===== config.mk =====
export PLATFORM = sky130hd
export DESIGN_NAME = led_display_frame_writer_flat
export DESIGN_NICKNAME = d
export VERILOG_FILES = /design/src/rtl/led_display_frame_writer_pkg.sv /design/src/rtl/led_display_frame_writer_if.sv /design/src/rtl/led_display_frame_writer.sv /design/src/flat_wrapper.sv
export SDC_FILE = /design/constraint.sdc
export NUM_CORES = 1
export LEC_CHECK = 0
export ABC_AREA = 1
export CORE_AREA = 3 3 130 132
export DETAILED_ROUTE_END_ITERATION = 10
export DIE_AREA = 0 0 133 135
export PLACE_DENSITY = 0.64
export SYNTH_ARGS = -nofsm -noshare
export SYNTH_HDL_FRONTEND = slang
export SYNTH_SLANG_ARGS = --single-unit

===== constraint.sdc =====
create_clock -name clk_in -period 2.45 [get_ports clk_in]
set_input_delay 0.49 -clock clk_in [delete_from_list [all_inputs] [get_ports clk_in]]
set_output_delay 0.49 -clock clk_in [all_outputs]
set_load 0.05 [all_outputs]

===== src/rtl/led_display_frame_writer_pkg.sv =====
// led_display_frame_writer_pkg: shared frame-RAM geometry, pixel type and address map
// Contents:
//    FB_ADDR_W / FB_DATA_W      frame RAM address and word widths
//    FB_TOP_LSB / FB_BOT_LSB    bit offsets of the top-half and bottom-half pixels in a word
//    pixel_rgb_t                packed {r, g, b} pixel
//    fw_state_e                 frame-writer RMW states
//    fb_address()               {2'b00, buffer, row[3:0], col[5:0]}; also used by the RAM controller
package led_display_frame_writer_pkg;
   localparam int FB_ADDR_W  = 13;
   localparam int FB_DATA_W  = 64;
   localparam int FB_TOP_LSB = 0;
   localparam int FB_BOT_LSB = 24;
   typedef struct packed {
      logic [7:0] r;
      logic [7:0] g;
      logic [7:0] b;
   } pixel_rgb_t;
   typedef enum logic [1:0] {S_IDLE, S_RD, S_WAIT, S_WR} fw_state_e;
   function automatic logic [FB_ADDR_W-1:0] fb_address(input logic buf_sel, input logic [3:0] row,
                                                       input logic [5:0] col);
      return {2'b00, buf_sel, row, col};
   endfunction
endpackage


===== src/rtl/led_display_frame_writer_if.sv =====
// led_display_frame_writer_if: single-pixel valid/ready write stream
// Signals:
//    pixel_x_in      column 0..63
//    pixel_y_in      row 0..31
//    pixel_rgb_in    {r, g, b}
//    pixel_valid_in  pixel offered by the producer (master)
//    pixel_ready_out pixel taken by the frame writer (slave) when valid && ready
interface led_display_frame_writer_if;
   import led_display_frame_writer_pkg::*;
   logic [5:0] pixel_x_in;
   logic [4:0] pixel_y_in;
   pixel_rgb_t pixel_rgb_in;
   logic       pixel_valid_in;
   logic       pixel_ready_out;
   modport master (output pixel_x_in, pixel_y_in, pixel_rgb_in, pixel_valid_in, input pixel_ready_out);
   modport slave  (input pixel_x_in, pixel_y_in, pixel_rgb_in, pixel_valid_in, output pixel_ready_out);
endinterface


===== src/rtl/led_display_frame_writer.sv =====
// led_display_frame_writer: read-modify-write pixel updates into the back half of a double-buffered frame RAM
// Ports:
//    clk_in, n_reset_in    clock, synchronous active-low reset
//    pix                   pixel write stream (slave side)
//    commit_in             pulse: back buffer complete, request swap
//    commit_pending_out    swap requested, not yet done
//    frame_sync_in         pulse at start of row 0 from the RAM controller
//    front_buffer_out      buffer being displayed (controller address bit 10)
//    ram_*                 frame RAM port B (address, write data, write enable, read data)
module led_display_frame_writer
   import led_display_frame_writer_pkg::*;
#(
   parameter int NUM_ROW_PIXELS = 32,
   parameter int NUM_COL_PIXELS = 64,
   parameter int RAM_RD_LATENCY = 2
) (
   input  logic                     clk_in,
   input  logic                     n_reset_in,
   led_display_frame_writer_if.slave pix,
   input  logic                     commit_in,
   output logic                     commit_pending_out,
   input  logic                     frame_sync_in,
   output logic                     front_buffer_out,
   output logic [FB_ADDR_W-1:0]     ram_address_out,
   output logic [FB_DATA_W-1:0]     ram_wdata_out,
   output logic                     ram_write_en_out,
   input  logic [FB_DATA_W-1:0]     ram_rdata_in
);
   localparam int X_W = $clog2(NUM_COL_PIXELS);
   localparam int Y_W = $clog2(NUM_ROW_PIXELS);
   fw_state_e            state_q, state_d;
   logic [1:0]           cnt_q, cnt_d;
   logic [X_W-1:0]       x_q;
   logic [Y_W-1:0]       y_q;
   pixel_rgb_t           rgb_q;
   logic                 back_q;
   logic [FB_DATA_W-1:0] wdata_q, merged;
   logic                 pending_q, front_q;
   logic                 accept, rd_done, swap;

   assign pix.pixel_ready_out = n_reset_in && state_q == S_IDLE && !pending_q;
   assign accept              = pix.pixel_valid_in && pix.pixel_ready_out;
   assign rd_done             = state_q == S_WAIT && cnt_q == 2'd0;
   // A swap only uses a sync seen while the request is already registered and no RMW is in flight.
   assign swap                = pending_q && state_q == S_IDLE && frame_sync_in;

   always_comb begin
      state_d = state_q;
      case (state_q)
         S_IDLE:  state_d = accept ? S_RD : S_IDLE;
         S_RD:    state_d = S_WAIT;
         S_WAIT:  state_d = rd_done ? S_WR : S_WAIT;
         default: state_d = S_IDLE;
      endcase
      cnt_d = accept ? 2'(RAM_RD_LATENCY - 1) : state_q == S_WAIT ? cnt_q - 2'd1 : cnt_q;
      // Keep the other half of the word as read, replace ours, force the spare bits to zero.
      merged = ram_rdata_in;
      merged[FB_DATA_W-1:48] = '0;
      if (y_q[Y_W-1]) merged[FB_BOT_LSB +: 24] = rgb_q;
      else merged[FB_TOP_LSB +: 24] = rgb_q;
   end

   always_ff @(posedge clk_in) begin
      if (!n_reset_in) begin
         state_q   <= S_IDLE;
         cnt_q     <= '0;
         x_q       <= '0;
         y_q       <= '0;
         rgb_q     <= '0;
         back_q    <= 1'b0;
         wdata_q   <= '0;
         pending_q <= 1'b0;
         front_q   <= 1'b0;
      end else begin
         state_q   <= state_d;
         cnt_q     <= cnt_d;
         x_q       <= accept ? pix.pixel_x_in : x_q;
         y_q       <= accept ? pix.pixel_y_in : y_q;
         rgb_q     <= accept ? pix.pixel_rgb_in : rgb_q;
         back_q    <= accept ? ~front_q : back_q;
         wdata_q   <= rd_done ? merged : wdata_q;
         pending_q <= swap ? 1'b0 : pending_q | commit_in;
         front_q   <= front_q ^ swap;
      end
   end

   assign ram_address_out    = fb_address(back_q, y_q[Y_W-2:0], x_q);
   assign ram_wdata_out      = wdata_q;
   assign ram_write_en_out   = state_q == S_WR;
   assign commit_pending_out = pending_q;
   assign front_buffer_out   = front_q;
endmodule


===== src/flat_wrapper.sv =====
// flat-port wrapper written by rule: the top's interface ports become plain ports
module led_display_frame_writer_flat import led_display_frame_writer_pkg::*;
#(
   parameter int NUM_ROW_PIXELS = 32,
   parameter int NUM_COL_PIXELS = 64,
   parameter int RAM_RD_LATENCY = 2
)
  (clk_in, n_reset_in, commit_in, commit_pending_out, frame_sync_in, front_buffer_out, ram_address_out, ram_wdata_out, ram_write_en_out, ram_rdata_in, pix_pixel_x_in, pix_pixel_y_in, pix_pixel_rgb_in, pix_pixel_valid_in, pix_pixel_ready_out);
  led_display_frame_writer_if pix_i ();
  input  logic clk_in;
  input  logic n_reset_in;
  input  logic commit_in;
  output logic commit_pending_out;
  input  logic frame_sync_in;
  output logic front_buffer_out;
  output logic [FB_ADDR_W-1:0] ram_address_out;
  output logic [FB_DATA_W-1:0] ram_wdata_out;
  output logic ram_write_en_out;
  input  logic [FB_DATA_W-1:0] ram_rdata_in;
  input wire logic [$bits(pix_i.pixel_x_in)-1:0] pix_pixel_x_in;
  input wire logic [$bits(pix_i.pixel_y_in)-1:0] pix_pixel_y_in;
  input wire logic [$bits(pix_i.pixel_rgb_in)-1:0] pix_pixel_rgb_in;
  input wire logic [$bits(pix_i.pixel_valid_in)-1:0] pix_pixel_valid_in;
  output wire logic [$bits(pix_i.pixel_ready_out)-1:0] pix_pixel_ready_out;
  assign pix_i.pixel_x_in = pix_pixel_x_in;
  assign pix_i.pixel_y_in = pix_pixel_y_in;
  assign pix_i.pixel_rgb_in = pix_pixel_rgb_in;
  assign pix_i.pixel_valid_in = pix_pixel_valid_in;
  assign pix_pixel_ready_out = pix_i.pixel_ready_out;
  led_display_frame_writer #(.NUM_ROW_PIXELS(NUM_ROW_PIXELS), .NUM_COL_PIXELS(NUM_COL_PIXELS), .RAM_RD_LATENCY(RAM_RD_LATENCY)) u_core (.clk_in(clk_in), .n_reset_in(n_reset_in), .pix(pix_i), .commit_in(commit_in), .commit_pending_out(commit_pending_out), .frame_sync_in(frame_sync_in), .front_buffer_out(front_buffer_out), .ram_address_out(ram_address_out), .ram_wdata_out(ram_wdata_out), .ram_write_en_out(ram_write_en_out), .ram_rdata_in(ram_rdata_in));
endmodule

Word level (Yosys, flattened, before mapping)

Index checks and enable logic that the tools add are counted.

Flip-flop bits (word level): 90
Bits of input ports: 104
Output and inout bits: 81
Logic and storage cells: 39

$add $sub $neg: 1
Equal/unequal tests: 3
Muxes and demuxes: 7
Bitwise operators: 4
Reduce and logical (&&, ||, !) cells: 12

Operator list:

| operator            | number |
|---|---|
| $mux 24             | 2 |
| $logic_and 1x1->1   | 6 |
| $pmux 2 s3          | 1 |
| $eq 2x2->1 const B  | 2 |
| $logic_not 2->1     | 2 |
| $mux 1              | 4 |
| $reduce_or 2->1     | 2 |
| $eq 2x1->1 const B  | 1 |
| $not 1->1           | 2 |
| $reduce_bool 2->1   | 1 |
| $sub 2x1->2 const B | 1 |
| $logic_not 1->1     | 1 |
| $or 1x1->1          | 1 |
| $xor 1x1->1         | 1 |

Depth between registers and ports, before layout

Depth in word-level cells: 6
Mapped depth: 9
Mapped depth without buffers: 8

Least setup slack after synthesis

Ideal clock, no wire load.

Path type: input to output
Start point: input n_reset_in
End point: output pix_pixel_ready_out
Data arrival time: 1,102 ps
Required time: 1,960 ps
Setup slack: 858 ps
Cell stages on the path: 4
Path buffers: 2
Cell sequence: buf_4 nand2_1 nor2_4 buf_6

Longest elaborated chain between the ends: 2

RTL lines:

| element                        | line                           | RTL |
|---|---|---|
| from (decl)                    | flat_wrapper.sv:11             | `input logic n_reset_in;` |
| $logic_and 1x1->1 (2 in a row) | led_display_frame_writer.sv:41 | `assign pix.pixel_ready_out = n_reset_in && state_q == S_IDLE && !pending_q;` |
| to (decl)                      | flat_wrapper.sv:24             | `output wire logic [$bits(pix_i.pixel_ready_out)-1:0] pix_pixel_ready_out;` |

Every way passes these cells.

Worst setup path in the final report

Start point: register u_core.state_q[1]
End point: output ram_write_en_out

Longest elaborated chain between the ends: 1

RTL lines:

| element                | line                           | RTL |
|---|---|---|
| from (decl)            | led_display_frame_writer.sv:31 | `fw_state_e state_q, state_d;` |
| from (signal assigned) | led_display_frame_writer.sv:75 | `state_q <= state_d;` |
| $eq 2x2->1             | led_display_frame_writer.sv:89 | `assign ram_write_en_out = state_q == S_WR;` |
| to (decl)              | flat_wrapper.sv:18             | `output logic ram_write_en_out;` |

Every way passes these cells.

==> flow_summary_export.csv <==
group,metric,value,unit
outcome,status,"complete, no violations",
finish,fin_nets,986,
synthesis,synth_warnings,0,
setup_path,cp.required,1.96,ns
min_path,hold_start,"u_core.front_buffer_out",
timing,rsz0062_at_grt,"false",
route,totalWireLength,14000,µm
grt,first_global_vias,4103,
synthesis,synth_adder_area_share,0.0133,
finish,antenna_cells,0,
pwr,p_per_area,748,nW/µm²
clocking,clock_sinks,90,
die,io_pins,185,
clocking,cts_tree,"done",
flow_run,maxCapViolCount,0,
synthesis,syn_inst,753,
die,core,15800,µm²
place,place_congestion,0.781,
synthesis,synth_top_family_by_area,"simple AND/OR/NAND/NOR gates",
clocking,cts_buffer_depth,2,
place,portBuffers,150,
place,dp_hpwl,9970,µm
timing,min_period_over_period,0.899,
clocking,cts_resized,0,
route,drc,0,
synthesis,syn_area,4700,µm²
setup_path,slowest_delay,0.80,ns
clocking,cts_hold_buffers,0,
timing,setup_violations,0,
timing,hold_viol_final,0,
setup_path,worst_setup_path_end_kind,"primary output",
route,viasPerCell,4.04,
clocking,htree_num_levels,3,
timing,worstMarginPinSlew,0.736,ns
finish,multiInputGateArea,1930,µm²
synthesis,synth_mux_area_frac,0,
setup_path,crit_arrival,1.71,ns
finish,layout-drive-gt1-share,0.0341,
clocking,insertion_delay,0.34,ns
die,initial_utilization,0.297,
synthesis,ys_seq_elements,90,
place,pre_cts_ws,0.616,ns
grt,grt_use_total,0.155,
clocking,post_cts_buffers,0,
pwr,vdd_drop_max,0.501,mV
clocking,clk_pin_slew_worst_paths,0.06,ns
setup_path,crit_chain,"ha_1 > clkdlybuf4s50_1",
timing,fin_tns_setup,0,ns
setup_path,cp_top_family,"buffers and inverters",
synthesis,yosysUniqueCellTypes,18,
finish,fill_cells,1713,
die,die_area,18000,µm²
timing,min_period,2.20,ns
clocking,cts_buffers,9,
finish,layout_commonest_cell,"nand2_1",
route,final_antenna_net_count,0,
synthesis,synth_compound_gate_area_share,0.0447,
finish,regArea,1800,µm²
setup_path,r2r-start,"u_core.state_q[0]",
timing,setup_ws,0.249,ns
route,drt_iter0_markers,160,
setup_path,cp_slowest_cell,"clkdlybuf4s50_1",
timing,slew_viol_final,0,
setup_path,worstSetupPathType,"flip-flop to primary output",
route,post_drt_wl_per_cell,12.8,µm
timing,fmax,454,MHz
synthesis,avgSynthCellArea,6.24,µm²
finish,syn2layout_area_growth,38.0,%
setup_path,crit_path_max_fanout,4,
timing,finClkSkew,0.00623,ns
synthesis,synth-xor-area-share,0,
clocking,cts-root-buf,"clkbuf_16",
min_path,hold_class,"flip-flop to flip-flop",
die,rows,46,
setup_path,startpoint,"u_core.state_q[1]",
pwr,leakagePower,3.21,nW
grt,globalRouteOverflowTotal,0,
grt,grt_pass1_wl,21800,µm
die,die_w,133,µm
die,die_h,135,µm
grt,antenna_found_initial,1,
synthesis,synth_seq_area_share,0.383,
setup_path,cp_num_buf_inv,1,
timing,slew_headroom,0.509,
route,vias,4422,
finish,layout_common_cells,"nand2_1, inv_1, clkdlybuf4s50_1",
grt,grt_max_degree,97,
route,drtPass1Iterations,4,
synthesis,synth-simple-area-share,0.338,
setup_path,worst_setup_path_start_kind,"flip-flop",
[final cells by class]
type | count | share of cell area
timing repair buffer | 160 | 0.247
tap | 216 | 0.0417
clock buffer | 13 | 0.0401
inverter | 165 | 0.0957
sequential | 90 | 0.278
multi-input combinational | 451 | 0.297
[worst paths after layout]
| path | end | slack, ns | cells after the start |
|---|---|---|---|
| setup / recovery | ram_write_en_out | 0.25 | 2 |
| hold / removal | u_core.front_buffer_out | 0.50 | 2 |
| setup reg to reg | u_core.ram_wdata_out[2] | 0.84 | 8 |
| hold reg to reg | u_core.front_buffer_out | 0.50 | 2 |
[sequential cells by signal, indices dropped and copies added (netlist names)]
| name | cells |
|---|---|
| u_core.back_q | 1 |
| u_core.cnt_q | 2 |
| u_core.commit_pending_out | 1 |
| u_core.front_buffer_out | 1 |
| u_core.ram_wdata_out | 48 |
| u_core.rgb_q | 24 |
| u_core.state_q | 2 |
| u_core.x_q | 6 |
| u_core.y_q | 5 |
[cell families (layout without fill, tap and decap cells)]
logic type / count (synthesis) / after routing
buf+inv: 229 / 338
other cells: 1 / 18
compound gates: 30 / 30
fa+ha+maj: 5 / 5
simple gates: 398 / 398
flops: 90 / 90
[synth_stat cells]
cell type	number	share of area
inv_1	162	0.13
clkbuf_1	5	0.0040
nor2_4	1	0.0024
nand3_1	61	0.065
nand2_1	201	0.16
nor2_1	134	0.11
buf_1	6	0.0048
dfxtp_1	90	0.38
conb_1	1	0.00080
buf_4	28	0.045
buf_6	6	0.014
o21ai_0	3	0.0032
inv_2	3	0.0024
a21oi_1	3	0.0032
buf_2	19	0.020
ha_1	5	0.013
o211ai_1	24	0.038
nand4_2	1	0.0027
[per-layer routing]
metal,share of wire,GRT usage,vias up
met5,0.00086,0,-
met4,0.015,0.0427,2
met3,0.062,0.0507,14
met2,0.46,0.252,103
met1,0.46,0.198,1919
li1,-,-,2384
[power breakdown]
group / switching (W) / leakage [nW] / internal [W]
Combinational: 0.00116 / 2.35 / 0.000623
Sequential: 0.0000997 / 0.735 / 0.00166
Clock: 0.000576 / 0.128 / 0.000729
[tightest hold or removal path: stages (launching register included)]
cell and delay, ns:
dfxtp_1 0.33, nand2_1 0.07, a21oi_1 0.05
[per-stage QoR]
stage | power [W] | cells | area, µm² | utilization | hold slack, ns
2_1_floorplan | 0.00305 | 770 | 4760 | - | 0.472
3_3_place_gp | 0.00357 | 1082 | 6220 | 0.393 | 0.485
3_5_place_dp | 0.00359 | 1082 | 6220 | 0.393 | 0.494
4_1_cts | 0.00491 | 1095 | 6480 | 0.410 | 0.506
5_1_grt | 0.00514 | 1095 | 6480 | 0.410 | 0.533
6_report | 0.00485 | 1095 | 6480 | 0.410 | 0.504
(Power assumes the default switching activity.)
==> RTL change 1 (config.mk and constraints unchanged) <==
Re-encode `fw_state_e` (4 states) as one-hot, 4 bits wide.
--- a/src/rtl/led_display_frame_writer_pkg.sv
+++ b/src/rtl/led_display_frame_writer_pkg.sv
@@ -15,7 +15,7 @@
       logic [7:0] g;
       logic [7:0] b;
    } pixel_rgb_t;
-   typedef enum logic [1:0] {S_IDLE, S_RD, S_WAIT, S_WR} fw_state_e;
+   typedef enum logic [3:0] {S_IDLE = 4'b0001, S_RD = 4'b0010, S_WAIT = 4'b0100, S_WR = 4'b1000} fw_state_e;
    function automatic logic [FB_ADDR_W-1:0] fb_address(input logic buf_sel, input logic [3:0] row,
                                                        input logic [5:0] col);
       return {2'b00, buf_sel, row, col};
Function: same outputs for any inputs over 10 cycles, from zero or initial values and one cycle with n_reset_in low; not proved beyond that.
==> RTL change 1 against the unedited design <==
Maximum frequency decreased by 5.0%. Die area unchanged. Setup slack got worse by 0.12 ns. Sequential share of layout area increased by 1.6 points. Synthesized area decreased by 6.4%. Hold slack got worse by 0.041 ns. Wire length decreased by 6.5%. Synthesized cell count decreased by 10%. Sequential cell count increased by 2. Final area decreased by 3.4%. Largest cell class unchanged.
Power is not compared: it rests on default switching activity, and its combinational part moved more than twofold at a synthesized area within 25%.
==> RTL change 1: results (changes against the unedited design) <==
irDropWorstVdd_uv: 322
hold-worst-slack_ns: 0.463  # -0.0411 ns
place_hpwl_mm: 9.07  # -9.0%
timing.rr.end: "u_core.ram_wdata_out[43]$_SDFFE_PN0P_"
largest_reg_flops: 48  # unchanged
drt_iter0_markers: 168  # +5.0%
finClkSkew_ns: 0.00807  # +0.00184 ns
postSynth.asyncResetShare_pct: 0  # unchanged
final_nets: 902  # -8.5%
synth_commonest_cells: "nand2_1, inv_1, dfxtp_1, nor2_1, o21ai_0"
setup_ws_ns: 0.132  # -0.116 ns
leakage_nw: 2.48
timing.rr.start: "u_core.state_q[2]$_SDFF_PN0_"
min_to: "u_core.ram_wdata_out[31]$_SDFFE_PN0P_"
syn_area_per_cell_um2: 6.51  # +4.4%
critPathLaunch: "u_core.state_q[1]$_SDFF_PN0_"
clock_latency_ns: 0.34  # about the same
outcome: "complete, no violations"
fill_cells: 1729  # +0.93%
cts_htree_levels: 3  # unchanged
track_usage_pct: 14.5  # -1.1 points
vias: 4279  # -3.2%
min_path_cells: 2  # unchanged
reg2reg_depth: 7  # -1
worst_slew_pin_slew_ns: 0.611  # -0.125 ns
synth.distinct_cells: 21  # +3
postPlaceCellArea_um2: 5990  # -3.8%
synthFlopType: "dfxtp_1"
ys_seq_area_share_pct: 41.9  # +3.6 points
ff2ff_setup_slack_ns: 0.89  # +0.05 ns
grt_pass1_vias: 3851  # -6.1%
ys_top_cells_by_area: "dfxtp_1, nand2_1, inv_1"
finalWeightedCongestion: 0.773  # -0.97%
wl_per_cell_um: 12.9  # +0.57%
pre_cts_ws_ns: 0.428  # -0.189 ns
grt_max_degree: 97  # unchanged
final_cells: 1018  # -7.0%
crit_family: "buffers and inverters"
grt_pass1_wl_mm: 20.7  # -5.2%
drive_gt1_share_pct: 3.99  # +0.58 points
p_per_area_nw_per_um2: 558
slowest_delay_ns: 0.86  # +0.06 ns
clk_pin_slew_ns: 0.07
antenna_found_initial: 0  # -1
cp.arrival_ns: 1.83  # +0.12 ns
cts_root_buf: "clkbuf_16"
hold_start: "u_core.ram_wdata_out[31]$_SDFFE_PN0P_"
cp_max_fo: 5  # +1
==> RTL change 1: layout make-up <==
type / instances / area share (%)
clock inverter: 3 / 0.360
sequential: 92 / 29.4
tap: 216 / 4.32
inverter: 96 / 5.76
multi-input combinational: 437 / 30.5
timing repair buffer: 161 / 25.7
clock buffer: 13 / 4.00
==> RTL change 1: cells by family after synthesis <==
group / Yosys count / share of synthesized area, %
simple gates: 318 / 29.8
fa+ha+maj: 1 / 0.285
compound gates: 100 / 11.4
other cells: 1 / 0.0853
buf+inv: 163 / 16.5
flops: 92 / 41.9
==> RTL change 1: metal layers <==
metal  part of all wire (%)  track usage (%)  up-vias
met1                     48             20.0     1861
li1                       -                -     2287
met5                      0                0        -
met3                    7.0             4.43       12
met4                    1.5             4.85        0
met2                     44             21.4      119
==> RTL change 1: report_power, final <==
part           switching, mW  internal, mW
Sequential            0.0424          1.54
Clock                  0.590         0.718
Combinational          0.352         0.247
==> RTL change 2 (same flow settings) <==
Made on the original files. `x_q`, `y_q` and `wdata_q` no longer have a reset.
--- a/src/rtl/led_display_frame_writer.sv
+++ b/src/rtl/led_display_frame_writer.sv
@@ -64,24 +64,24 @@
       if (!n_reset_in) begin
          state_q   <= S_IDLE;
          cnt_q     <= '0;
-         x_q       <= '0;
-         y_q       <= '0;
          rgb_q     <= '0;
          back_q    <= 1'b0;
-         wdata_q   <= '0;
          pending_q <= 1'b0;
          front_q   <= 1'b0;
       end else begin
          state_q   <= state_d;
          cnt_q     <= cnt_d;
-         x_q       <= accept ? pix.pixel_x_in : x_q;
-         y_q       <= accept ? pix.pixel_y_in : y_q;
          rgb_q     <= accept ? pix.pixel_rgb_in : rgb_q;
          back_q    <= accept ? ~front_q : back_q;
-         wdata_q   <= rd_done ? merged : wdata_q;
          pending_q <= swap ? 1'b0 : pending_q | commit_in;
          front_q   <= front_q ^ swap;
       end
+   end
+
+   always_ff @(posedge clk_in) begin
+      x_q     <= accept ? pix.pixel_x_in : x_q;
+      y_q     <= accept ? pix.pixel_y_in : y_q;
+      wdata_q <= rd_done ? merged : wdata_q;
    end
 
    assign ram_address_out    = fb_address(back_q, y_q[Y_W-2:0], x_q);
Behaviour: differs if n_reset_in is asserted again (counterexample within 4 cycles, from zero or initial values and one cycle with n_reset_in low); with n_reset_in held inactive, the same outputs for 10 cycles.
==> RTL change 2 against the unedited design <==
Setup slack improved by 0.013 ns. Synthesized cell count decreased by 42%. Wire length decreased by 27%. Hold slack got worse by 0.070 ns. Critical path depth unchanged. Total power decreased by 11%. Final area decreased by 8.9%. Synthesized area decreased by 15%. Sequential cell count unchanged. Maximum frequency increased by 0.57%. Count of clock-buffer cells in the layout decreased by 2. Largest cell class is now flip-flops and latches.
==> RTL change 2: results (changes against the unedited design) <==
final-nonclk-buf-share_pct: 26.5  # +1.8 points
track_usage_pct: 11.4  # -4.1 points
seq_cells: 90  # unchanged
drt_iter0_markers: 145  # -9.4%
swShare_pct: 30.9  # -7.0 points
multi_input_area_um2: 1060  # -45%
nMultiInputCombCells: 238  # -47%
synth_commonest_cells: "nand2_1, inv_1, edfxtp_1, nor2_1, dfxtp_1"
finClkSkew_ns: 0.00739  # +0.00116 ns
postPlaceCellArea_um2: 5610  # -9.8%
wl_mm: 10.3  # -27%
min-delay-path-class: "input pin to register"
wl_per_cell_um: 12.8  # about the same
drive_gt1_share_pct: 5.45  # +2.0 points
max_slew_margin_pct: 62.6  # +12 points
ys_seq_area_share_pct: 59.9  # +22 points
comb_cell_power_mw: 1.09  # -39%
syn_inst: 440  # -42%
ys_top_cells_by_area: "edfxtp_1, dfxtp_1, nand2_1"
place_hpwl_mm: 7.10  # -29%
hold-worst-slack_ns: 0.434  # -0.0704 ns
outcome: "complete, no violations"
synthFlopType: "edfxtp_1"
timing.rr.end: "u_core.y_q[1]$_DFFE_PP_"
grt_max_degree: 54  # -44%
-- RTL change 2: cell count changes after synthesis, moves of 4 or more --
cell and delta:
o21ai_0 +6, dfxtp_1 -59, o21ai_1 +18, buf_1 -6
edfxtp_1 +59, o211ai_1 -24, buf_2 -10, nand2_1 -119
a21oi_1 +24, inv_1 -83, nand3_1 -35, buf_6 -4
nor2_1 -84
-- RTL change 2: worst register-to-register path: stages, from the launching register on --
cell and delay (ns):
dfxtp_1 0.33, inv_1 0.08, ha_1 0.24, nand4_4 0.31
inv_2 0.36
-- RTL change 2: worst min path at each step --
stage                                  from                                   end
6_report                         n_reset_in  u_core.commit_pending_out$_SDFF_PP0_
5_1_grt                          n_reset_in  u_core.commit_pending_out$_SDFF_PP0_
4_1_cts                          n_reset_in  u_core.commit_pending_out$_SDFF_PP0_
3_5_place_dp   u_core.cnt_q[0]$_SDFFE_PN0P_          u_core.cnt_q[0]$_SDFFE_PN0P_
3_3_place_gp   u_core.cnt_q[0]$_SDFFE_PN0P_          u_core.cnt_q[0]$_SDFFE_PN0P_
2_1_floorplan  u_core.cnt_q[0]$_SDFFE_PN0P_          u_core.cnt_q[0]$_SDFFE_PN0P_
-- RTL change 2: layer usage --
layer	vias up	routed length (um)	GRT usage, %
met5	-	0	0
met1	1400	4650	14.6
met3	8	805	4.43
met4	0	116	3.12
li1	1612	-	-
met2	123	4710	18.1
-- RTL change 2: logic make-up after synthesis --
kind of cell	after synthesis	synth area share, %
other	1	0.0938
adders and majority gates	5	1.57
and+or+nand+nor	161	16.6
buffers and inverters	129	15.1
AOI/OAI and AO/OA	54	6.76
DFF	90	59.9
